==> config.mk <==
export PLATFORM = sky130hd
export DESIGN_NAME = dispatch_queue_unit
export DESIGN_NICKNAME = d
export VERILOG_FILES = /design/src/rtl/dispatch_queue_unit_pkg.sv /design/src/rtl/dispatch_queue_unit_inst_decoder.sv /design/src/rtl/dispatch_queue_unit.sv
export SDC_FILE = /design/constraint.sdc
export NUM_CORES = 1
export LEC_CHECK = 0
export ABC_AREA = 0
export BUFFER_PORTS_ARGS = -buffer_cell sky130_fd_sc_hd__buf_4
export CAP_MARGIN = 20
export CORE_UTILIZATION = 30
export CTS_BUF_LIST = sky130_fd_sc_hd__clkbuf_4
export DETAILED_ROUTE_END_ITERATION = 16
export HOLD_SLACK_MARGIN = 0.1
export PLACE_DENSITY = 0.46
export SLEW_MARGIN = 0
export SYNTH_ARGS = -nofsm -noshare
export SYNTH_HDL_FRONTEND = slang
export SYNTH_SLANG_ARGS = --single-unit
==> constraint.sdc <==
create_clock -name clk -period 6.8 [get_ports clk]
set_clock_uncertainty 0.1 [all_clocks]
set_input_delay 0.34 -clock clk [delete_from_list [all_inputs] [get_ports clk]]
set_output_delay 0.34 -clock clk [all_outputs]
set_load 0.01 [all_outputs]
==> src/rtl/dispatch_queue_unit_pkg.sv <==
// Shared decode definitions for dispatch_queue_unit: opcodes, op enumeration and instruction formats.
// Optional feature macro used by the top: DISPATCH_STALL_CNT_EN.
package dispatch_queue_unit_pkg;

  localparam int OPCODE_RANGE = 7;
  localparam int OPENUM_W     = 6;
  localparam int ZERO_ROB     = 0;

  typedef logic [OPCODE_RANGE-1:0] opcode_t;

  localparam opcode_t OPCODE_LUI   = 7'b0110111;
  localparam opcode_t OPCODE_AUIPC = 7'b0010111;
  localparam opcode_t OPCODE_JAL   = 7'b1101111;
  localparam opcode_t OPCODE_JALR  = 7'b1100111;
  localparam opcode_t OPCODE_B     = 7'b1100011;
  localparam opcode_t OPCODE_L     = 7'b0000011;
  localparam opcode_t OPCODE_S     = 7'b0100011;
  localparam opcode_t OPCODE_I     = 7'b0010011;
  localparam opcode_t OPCODE_R     = 7'b0110011;

  typedef enum logic [OPENUM_W-1:0] {
    OP_NOP,
    OP_LUI, OP_AUIPC, OP_JAL, OP_JALR,
    OP_BEQ, OP_BNE, OP_BLT, OP_BGE, OP_BLTU, OP_BGEU,
    OP_LB, OP_LH, OP_LW, OP_LBU, OP_LHU,
    OP_SB, OP_SH, OP_SW,
    OP_ADDI, OP_SLTI, OP_SLTIU, OP_XORI, OP_ORI, OP_ANDI, OP_SLLI, OP_SRLI, OP_SRAI,
    OP_ADD, OP_SUB, OP_SLL, OP_SLT, OP_SLTU, OP_XOR, OP_SRL, OP_SRA, OP_OR, OP_AND
  } openum_e;

  // INS_TYPE: encoding format, selects operand usage and immediate layout
  typedef enum logic [2:0] {
    INS_NONE, INS_R, INS_I, INS_S, INS_B, INS_U, INS_J
  } ins_type_e;

  function automatic logic [31:0] imm_of(input ins_type_e fmt, input logic [31:0] inst);
    logic [31:0] imm;
    case (fmt)
      INS_I:   imm = {{20{inst[31]}}, inst[31:20]};
      INS_S:   imm = {{20{inst[31]}}, inst[31:25], inst[11:7]};
      INS_B:   imm = {{19{inst[31]}}, inst[31], inst[7], inst[30:25], inst[11:8], 1'b0};
      INS_U:   imm = {inst[31:12], 12'b0};
      INS_J:   imm = {{11{inst[31]}}, inst[31], inst[19:12], inst[20], inst[30:21], 1'b0};
      default: imm = '0;
    endcase
    return imm;
  endfunction

endpackage

==> src/rtl/dispatch_queue_unit_inst_decoder.sv <==
// Combinational decoder for the instruction at the head of the dispatch queue.
// Register fields the format does not use are reported as x0.
module inst_decoder
  import dispatch_queue_unit_pkg::*;
(
  input  logic [31:0] inst,
  output openum_e     openum,
  output logic [4:0]  rd,
  output logic [4:0]  rs1,
  output logic [4:0]  rs2,
  output logic [31:0] imm,
  output logic        is_ls,
  output logic        use_rs1,
  output logic        use_rs2
);

  opcode_t   opcode;
  logic [2:0] funct3;
  logic      alt;
  ins_type_e fmt;
  logic      has_rd;

  assign opcode = inst[6:0];
  assign funct3 = inst[14:12];
  assign alt    = inst[30];

  // NOTE: every output of a combinational block gets a default first, so no path can infer a latch.
  always_comb begin
    openum = OP_NOP;
    fmt    = INS_NONE;
    is_ls  = 1'b0;
    case (opcode)
      OPCODE_LUI:   begin openum = OP_LUI;   fmt = INS_U; end
      OPCODE_AUIPC: begin openum = OP_AUIPC; fmt = INS_U; end
      OPCODE_JAL:   begin openum = OP_JAL;   fmt = INS_J; end
      OPCODE_JALR:  begin openum = OP_JALR;  fmt = INS_I; end
      OPCODE_B: begin
        fmt = INS_B;
        case (funct3)
          3'b000:  openum = OP_BEQ;
          3'b001:  openum = OP_BNE;
          3'b100:  openum = OP_BLT;
          3'b101:  openum = OP_BGE;
          3'b110:  openum = OP_BLTU;
          3'b111:  openum = OP_BGEU;
          default: openum = OP_NOP;
        endcase
      end
      OPCODE_L: begin
        fmt   = INS_I;
        is_ls = 1'b1;
        case (funct3)
          3'b000:  openum = OP_LB;
          3'b001:  openum = OP_LH;
          3'b010:  openum = OP_LW;
          3'b100:  openum = OP_LBU;
          3'b101:  openum = OP_LHU;
          default: openum = OP_NOP;
        endcase
      end
      OPCODE_S: begin
        fmt   = INS_S;
        is_ls = 1'b1;
        case (funct3)
          3'b000:  openum = OP_SB;
          3'b001:  openum = OP_SH;
          3'b010:  openum = OP_SW;
          default: openum = OP_NOP;
        endcase
      end
      OPCODE_I: begin
        fmt = INS_I;
        case (funct3)
          3'b000:  openum = OP_ADDI;
          3'b010:  openum = OP_SLTI;
          3'b011:  openum = OP_SLTIU;
          3'b100:  openum = OP_XORI;
          3'b110:  openum = OP_ORI;
          3'b111:  openum = OP_ANDI;
          3'b001:  openum = OP_SLLI;
          default: openum = alt ? OP_SRAI : OP_SRLI;
        endcase
      end
      OPCODE_R: begin
        fmt = INS_R;
        case (funct3)
          3'b000:  openum = alt ? OP_SUB : OP_ADD;
          3'b001:  openum = OP_SLL;
          3'b010:  openum = OP_SLT;
          3'b011:  openum = OP_SLTU;
          3'b100:  openum = OP_XOR;
          3'b101:  openum = alt ? OP_SRA : OP_SRL;
          3'b110:  openum = OP_OR;
          default: openum = OP_AND;
        endcase
      end
      default: ;
    endcase
  end

  assign use_rs1 = (fmt == INS_R) || (fmt == INS_I) || (fmt == INS_S) || (fmt == INS_B);
  assign use_rs2 = (fmt == INS_R) || (fmt == INS_S) || (fmt == INS_B);
  assign has_rd  = (fmt == INS_R) || (fmt == INS_I) || (fmt == INS_U) || (fmt == INS_J);

  assign rd  = has_rd  ? inst[11:7]  : 5'd0;
  assign rs1 = use_rs1 ? inst[19:15] : 5'd0;
  assign rs2 = use_rs2 ? inst[24:20] : 5'd0;
  assign imm = imm_of(fmt, inst);

endmodule

==> src/rtl/dispatch_queue_unit.sv <==
// In-order dispatcher: instruction FIFO, head decode, operand resolve, single issue per cycle.
// Optional DISPATCH_STALL_CNT_EN adds a saturating stall_cnt output.
module dispatch_queue_unit
  import dispatch_queue_unit_pkg::*;
#(
  parameter int XLEN     = 32,
  parameter int ROB_ID_W = 4,
  parameter int IQ_DEPTH = 4,
  parameter int NUM_CDB  = 2
) (
  input  logic                         clk,
  input  logic                         rst_n,
  input  logic                         rdy,
  input  logic                         if_valid,
  input  logic [31:0]                  if_inst,
  input  logic [XLEN-1:0]              if_pc,
  output logic                         if_ready,
  input  logic                         rob_full,
  input  logic                         rs_full,
  input  logic                         lsb_full,
  output logic [4:0]                   rs1_to_reg,
  output logic [4:0]                   rs2_to_reg,
  input  logic [XLEN-1:0]              V1_from_reg,
  input  logic [XLEN-1:0]              V2_from_reg,
  input  logic [ROB_ID_W-1:0]          Q1_from_reg,
  input  logic [ROB_ID_W-1:0]          Q2_from_reg,
  output logic [ROB_ID_W-1:0]          Q1_to_rob,
  output logic [ROB_ID_W-1:0]          Q2_to_rob,
  input  logic                         Q1_ready_from_rob,
  input  logic                         Q2_ready_from_rob,
  input  logic [XLEN-1:0]              ready_data1_from_rob,
  input  logic [XLEN-1:0]              ready_data2_from_rob,
  input  logic [ROB_ID_W-1:0]          rob_id_from_rob,
  input  logic [NUM_CDB-1:0]           cdb_valid,
  input  logic [NUM_CDB*ROB_ID_W-1:0]  cdb_rob_id,
  input  logic [NUM_CDB*XLEN-1:0]      cdb_result,
  output logic                         ena_to_rob,
  output logic                         ena_to_reg,
  output logic                         ena_to_rs,
  output logic                         ena_to_lsb,
  output logic [4:0]                   rd_out,
  output logic [ROB_ID_W-1:0]          rob_id_out,
  output logic [OPENUM_W-1:0]          openum_out,
  output logic [XLEN-1:0]              V1_out,
  output logic [XLEN-1:0]              V2_out,
  output logic [ROB_ID_W-1:0]          Q1_out,
  output logic [ROB_ID_W-1:0]          Q2_out,
  output logic [XLEN-1:0]              imm_out,
  output logic [XLEN-1:0]              pc_out,
`ifdef DISPATCH_STALL_CNT_EN
  output logic [31:0]                  stall_cnt,
`endif
  input  logic                         rollback_flag_from_rob
);

  localparam int PTR_W = $clog2(IQ_DEPTH);
  localparam int CNT_W = PTR_W + 1;
  localparam logic [CNT_W-1:0] FULL_CNT = CNT_W'(IQ_DEPTH);

  typedef struct packed {
    logic [XLEN-1:0]     v;
    logic [ROB_ID_W-1:0] q;
  } opnd_t;

  typedef struct packed {
    logic                ena_rob;
    logic                ena_reg;
    logic                ena_rs;
    logic                ena_lsb;
    logic [4:0]          rd;
    logic [ROB_ID_W-1:0] rob_id;
    logic [OPENUM_W-1:0] openum;
    opnd_t               op1;
    opnd_t               op2;
    logic [XLEN-1:0]     imm;
    logic [XLEN-1:0]     pc;
  } issue_t;

  logic [31:0]      iq_inst_q [IQ_DEPTH];
  logic [XLEN-1:0]  iq_pc_q   [IQ_DEPTH];
  logic [PTR_W-1:0] head_q, head_d, tail_q, tail_d;
  logic [CNT_W-1:0] count_q, count_d;
  issue_t           out_q, out_d;

  openum_e     dec_openum;
  logic [4:0]  dec_rd, dec_rs1, dec_rs2;
  logic [31:0] dec_imm;
  logic        dec_is_ls, dec_use_rs1, dec_use_rs2;
  logic        fifo_empty, push, can_issue, pop;
  opnd_t       opnd1, opnd2;

  inst_decoder u_inst_decoder (
    .inst    (iq_inst_q[head_q]),
    .openum  (dec_openum),
    .rd      (dec_rd),
    .rs1     (dec_rs1),
    .rs2     (dec_rs2),
    .imm     (dec_imm),
    .is_ls   (dec_is_ls),
    .use_rs1 (dec_use_rs1),
    .use_rs2 (dec_use_rs2)
  );

  assign fifo_empty = (count_q == '0);
  assign if_ready   = (count_q != FULL_CNT);
  // All-zero words are accepted on the handshake but never stored.
  assign push       = rdy & if_valid & if_ready & (if_inst != '0) & ~rollback_flag_from_rob;
  assign can_issue  = ~fifo_empty & ~rob_full & (dec_is_ls ? ~lsb_full : ~rs_full)
                    & ~rollback_flag_from_rob;
  assign pop        = rdy & can_issue;

  assign rs1_to_reg = dec_rs1;
  assign rs2_to_reg = dec_rs2;
  assign Q1_to_rob  = Q1_from_reg;
  assign Q2_to_rob  = Q2_from_reg;

  function automatic opnd_t resolve(
    input logic [ROB_ID_W-1:0]         tag,
    input logic [XLEN-1:0]             reg_val,
    input logic                        rob_rdy,
    input logic [XLEN-1:0]             rob_val,
    input logic [NUM_CDB-1:0]          bus_valid,
    input logic [NUM_CDB*ROB_ID_W-1:0] bus_tag,
    input logic [NUM_CDB*XLEN-1:0]     bus_val
  );
    opnd_t r;
    logic  hit;
    r.v = '0;
    r.q = tag;
    hit = 1'b0;
    if (tag == ROB_ID_W'(ZERO_ROB)) begin
      r.v = reg_val;
      r.q = '0;
    end else begin
      // Scan from the top so the lowest-index matching channel is the last writer.
      for (int i = NUM_CDB - 1; i >= 0; i--) begin
        if (bus_valid[i] && (bus_tag[i*ROB_ID_W +: ROB_ID_W] == tag)) begin
          r.v = bus_val[i*XLEN +: XLEN];
          hit = 1'b1;
        end
      end
      if (hit) begin
        r.q = '0;
      end else if (rob_rdy) begin
        r.v = rob_val;
        r.q = '0;
      end
    end
    return r;
  endfunction

  always_comb begin
    opnd1 = resolve(Q1_from_reg, V1_from_reg, Q1_ready_from_rob, ready_data1_from_rob,
                    cdb_valid, cdb_rob_id, cdb_result);
    opnd2 = resolve(Q2_from_reg, V2_from_reg, Q2_ready_from_rob, ready_data2_from_rob,
                    cdb_valid, cdb_rob_id, cdb_result);
    if (!dec_use_rs1) opnd1 = '0;
    if (!dec_use_rs2) opnd2 = '0;
  end

  always_comb begin
    head_d  = head_q;
    tail_d  = tail_q;
    count_d = count_q;
    if (rdy) begin
      if (rollback_flag_from_rob) begin
        head_d  = '0;
        tail_d  = '0;
        count_d = '0;
      end else begin
        if (push) tail_d = tail_q + PTR_W'(1);
        if (pop)  head_d = head_q + PTR_W'(1);
        count_d = count_q + CNT_W'(push) - CNT_W'(pop);
      end
    end
  end

  // Data fields hold between issues; only the strobes return to zero.
  always_comb begin
    out_d = out_q;
    if (rdy) begin
      out_d.ena_rob = 1'b0;
      out_d.ena_reg = 1'b0;
      out_d.ena_rs  = 1'b0;
      out_d.ena_lsb = 1'b0;
      if (can_issue) begin
        out_d.ena_rob = 1'b1;
        out_d.ena_reg = (dec_rd != 5'd0);
        out_d.ena_rs  = ~dec_is_ls;
        out_d.ena_lsb = dec_is_ls;
        out_d.rd      = dec_rd;
        out_d.rob_id  = rob_id_from_rob;
        out_d.openum  = dec_openum;
        out_d.op1     = opnd1;
        out_d.op2     = opnd2;
        out_d.imm     = XLEN'($signed(dec_imm));
        out_d.pc      = iq_pc_q[head_q];
      end
    end
  end

  // NOTE: the queue storage is not reset; head/tail/count define which entries are meaningful.
  always_ff @(posedge clk) begin
    if (push) begin
      iq_inst_q[tail_q] <= if_inst;
      iq_pc_q[tail_q]   <= if_pc;
    end
  end

  // NOTE: state registers use non-blocking assignments so every flop samples pre-edge values.
  always_ff @(posedge clk or negedge rst_n) begin
    if (!rst_n) begin
      head_q  <= '0;
      tail_q  <= '0;
      count_q <= '0;
      out_q   <= '0;
    end else begin
      head_q  <= head_d;
      tail_q  <= tail_d;
      count_q <= count_d;
      out_q   <= out_d;
    end
  end

  assign ena_to_rob = out_q.ena_rob;
  assign ena_to_reg = out_q.ena_reg;
  assign ena_to_rs  = out_q.ena_rs;
  assign ena_to_lsb = out_q.ena_lsb;
  assign rd_out     = out_q.rd;
  assign rob_id_out = out_q.rob_id;
  assign openum_out = out_q.openum;
  assign V1_out     = out_q.op1.v;
  assign Q1_out     = out_q.op1.q;
  assign V2_out     = out_q.op2.v;
  assign Q2_out     = out_q.op2.q;
  assign imm_out    = out_q.imm;
  assign pc_out     = out_q.pc;

`ifdef DISPATCH_STALL_CNT_EN
  logic [31:0] stall_cnt_q, stall_cnt_d;

  always_comb begin
    stall_cnt_d = stall_cnt_q;
    if (rdy && !fifo_empty && !can_issue && (stall_cnt_q != '1))
      stall_cnt_d = stall_cnt_q + 32'd1;
  end

  always_ff @(posedge clk or negedge rst_n) begin
    if (!rst_n) stall_cnt_q <= '0;
    else        stall_cnt_q <= stall_cnt_d;
  end

  assign stall_cnt = stall_cnt_q;
`endif

endmodule

==> results.md <==
* Core area at just over 60000 um^2
* Min-Delay Path Depth at 3
* Combinational family with the most area after synthesis: multiplexers
* Final worst setup slack at around 1.6 ns
* Clock latency on the worst-skew pair at 0.88 ns
* Total routing usage reported by global routing at 21.20%
* Fill cell total of the finished layout at between 6000 and 7000
* Endpoint, Worst Hold: Q1_out[1]
* Post-CTS sizing at 0
* Clock-pin slew of the registers on the worst-case setup and hold paths at roughly 0.070 ns
* Multiplexer share of the synthesized area at approximately 18%
* Slew of the pin with the lowest slew margin at between 1 and 1.5 ns
* Outcome: completed
* Mean area per synthesized cell at about 13 um^2
* DRC violation count after routing at 0
* Maximum number of pins on one net before global-route repair at between 80 and 90
* Ratio of total power to cell area at ~260 nW/um^2
* CTS buffer count at ~120
* Xor and xnor area share after synthesis at 0.8763%
* Data required, critical path at around 7.4 ns
* Unrepaired setup endpoints after global routing: false
* Largest registers: iq_inst_q: 128 flops, iq_pc_q: 128 flops
* Final-stage net count at roughly 2500
* Max Transition Viols Final at 0
* Initial antenna violation count at 8
* Die width at about 250 um
* Number of input and output port buffers inserted at 461
* Total Wirelength at 69180 um
* Post-DR vias/cell at around 4.7
* Die height at between 200 and 300 um
* Count of hold buffers inserted by post-cts repair at 284
* Asr flop ratio synth at around 39%
* Total Negative Setup Slacks at 0 ns
* Library cells used by synthesis at 63
* Tmin final at about 5.2 ns
* Num ports at between 400 and 500
* Worst hold path type: input pin to register
* Worst setup timing slack at the placement stage at 1.852 ns
* Count of final hold-check violations at 0
* Mapped Nets at around 1700
* Leak pwr at roughly 0.011 uW
* Via total after detailed routing at approximately 15000
* Area share of fa/ha/maj cells after synthesis at less than 1%
* Reg2Reg Setup Slack at 1.62 ns
* First-pass GRT wire length at between 90000 and 100000 um
* Clk buf depth at 3
* Post-route fraction of the period consumed by the critical path at 76.12%
* DR WL/cell at around 22 um
* Launch point of the worst reg-to-reg path: head_q[0]
* Number of max-cap violations at 0
* Reg2reg path depth at 16
* Cells after synthesis at ~1400
* Vias in the first global route at about 16000
* Post-layout instance count excluding filler cells at approximately 3200
* Relative area change from synthesis to final layout at 45.52%
* Antenna Violating Nets Remaining at 0
* Area fraction in and, or, nand and nor cells after synthesis at a little under a tenth
* R2r endpoint: count_q[2]
* First-pass iteration count of the detailed router at 5
* Number of flip-flops and latches in the synthesized netlist at between 400 and 500
* Rows at just over 90
* Complex-gate fraction of the synthesized area at approximately 5.9%
* Crit Path Category: register to register
* Clock sink count at ~420
* Clock tree from TritonCTS: built
* Achievable frequency at 193.2 MHz
* Overall overflow remaining after global route at 0
* Worst rel slew slack at approximately 28%
* VDD IR-drop max at around 0.2 mV
* Global placer's final weighted congestion at 0.8251
* DRC violation total after the first TritonRoute iteration at about 670
* Clk Tree Root Cell: clkbuf_4
* Clock H-tree levels at 3
* Number of setup violations in the final report at 0
* Crit Path Max Fanout at 43
* Total die area at about 64000 um^2
* Type of destination of the critical path: register
* Number of flops mapped to enable cells by yosys at roughly 260
* Setup repair bufs after CTS at 0
* Proportion of synthesized chip area in sequential cells at between 60 and 70%
* Endpoint arrival time on the critical path at between 5 and 6 ns
* Share of post-route cells with drive strength above 1 at roughly a third
* Post-synthesis instance area at ~19000 um^2
* Effective utilization at floorplan at a little under a third
* Category of the worst setup path launch point: register
* Most common flop cell mapped by yosys: edfxtp_1
* HPWL Detailed at between 40000 and 50000 um
* Min-Delay Startpoint: Q1_from_reg[1]
* Synthesis Warnings at 0
* Number of placed instances, taps included at roughly 2700
## through the flow
stage | hold slack (ns) | util [%] | cell area, um^2 | power, uW
after global routing | 0.1089 | 44.45 | 27630 | 7709
after CTS | 0.1012 | 44.41 | 27610 | 7419
final | 0.2038 | 44.45 | 27630 | 7291
after floorplan | -0.05559 | - | 18990 | 4074
after global placement | 0.2574 | 37.33 | 23210 | 4854
after detailed placement | 0.2631 | 37.33 | 23210 | 4864
## critical path, cell delays in order, from the launching register on
cell and delay [ns]:
dfrtp_4 0.87, mux4_2 0.74, or2_1 0.36, nor4_4 0.22, mux2i_1 0.32, nand2b_4 0.33
inv_4 0.13, ha_1 0.23, inv_1 0.05, ha_1 0.12, inv_1 0.05, fa_1 0.40
xnor2_1 0.20, nor3b_1 0.07, a21oi_1 0.12, o22ai_1 0.09, dlygate4sd3_1 0.57
## cells by family after synthesis
family | count (synthesis)
fa+ha+maj | 8
simple gates | 417
compound gates | 190
buf+inv | 114
mux | 263
xor+xnor | 19
flops | 418
## worst max path at each step
stage | from | end | slack [ns]
finish | head_q[0] | count_q[2] | 1.62
floorplan | count_q[2] | iq_inst_q[0][0] | 2.33
detailed placement | head_q[0] | V2_out[10] | 1.85
global route | head_q[0] | count_q[2] | 1.26
global placement | head_q[0] | V2_out[30] | 1.98
CTS | head_q[0] | count_q[2] | 1.58
## cell usage after synthesis (all sizes together) (4+ instances only)
library cell / instances / area [um^2]
dfrtp: 162 / 4054
nor2b: 7 / 43.79
a211oi: 4 / 30.03
inv: 18 / 70.07
mux2i: 196 / 1962
ha: 7 / 87.58
nand3: 13 / 65.06
a21oi: 33 / 165.2
o22ai: 4 / 25.02
buf: 63 / 421.7
nor3: 9 / 56.31
edfxtp: 256 / 7687
a31oi: 4 / 25.02
xor2: 12 / 105.1
o21ai: 105 / 529.3
a22oi: 5 / 37.54
nand2b: 12 / 77.58
clkbuf: 33 / 123.9
and2: 11 / 68.82
mux4: 64 / 1441
nor2: 26 / 97.59
nor4: 15 / 115.1
xnor2: 7 / 61.31
nand2: 308 / 1161
or3: 4 / 25.02
a22o: 10 / 87.58
## power breakdown
part,internal (uW),switching [uW],total [uW]
clock network,1260,1080,2340
registers,2910,170,3080
logic,905,962,1870
total,5080,2220,7290
## placed cells by master (no fill, tap or decap), types with 5 or more instances in the layout
master         instances
a22o_1                10
o21ai_0              100
dfrtp_1              160
nand2b_1              10
nor2b_1                7
dlygate4sd3_1        283
xor2_1                12
inv_1                 17
and2_1                11
buf_4                479
nor4_1                 8
clkinv_1              26
nor2_1                22
nor3_1                 8
xnor2_1                7
a21oi_1               33
nand2_1              306
clkbuf_4             178
edfxtp_1             256
nand3_1               13
mux2i_1              196
ha_1                   7
diode_2                8
a22oi_1                5
mux4_2                64
nor4_2                 6
## area by class of cell
type,count,area [um^2],share of cell area [%]
clock inverters,35,210.2,0.7607
diodes,8,20.02,0.07244
well taps,837,1047,3.790
clock buffers,177,1329,4.808
inverters,18,70.07,0.2536
repair buffers,765,6477,23.44
flip-flops and latches,418,11750,42.52
multi-input cells,897,6731,24.36
## routing by layer
metal  routed length [um]  GRT usage, %
met2                35030         37.46
met5                   13             0
met1                27210         24.25
met4                 1611         6.442
met3                 5320         6.770
Note: power is estimated with default switching activity, not from simulation.
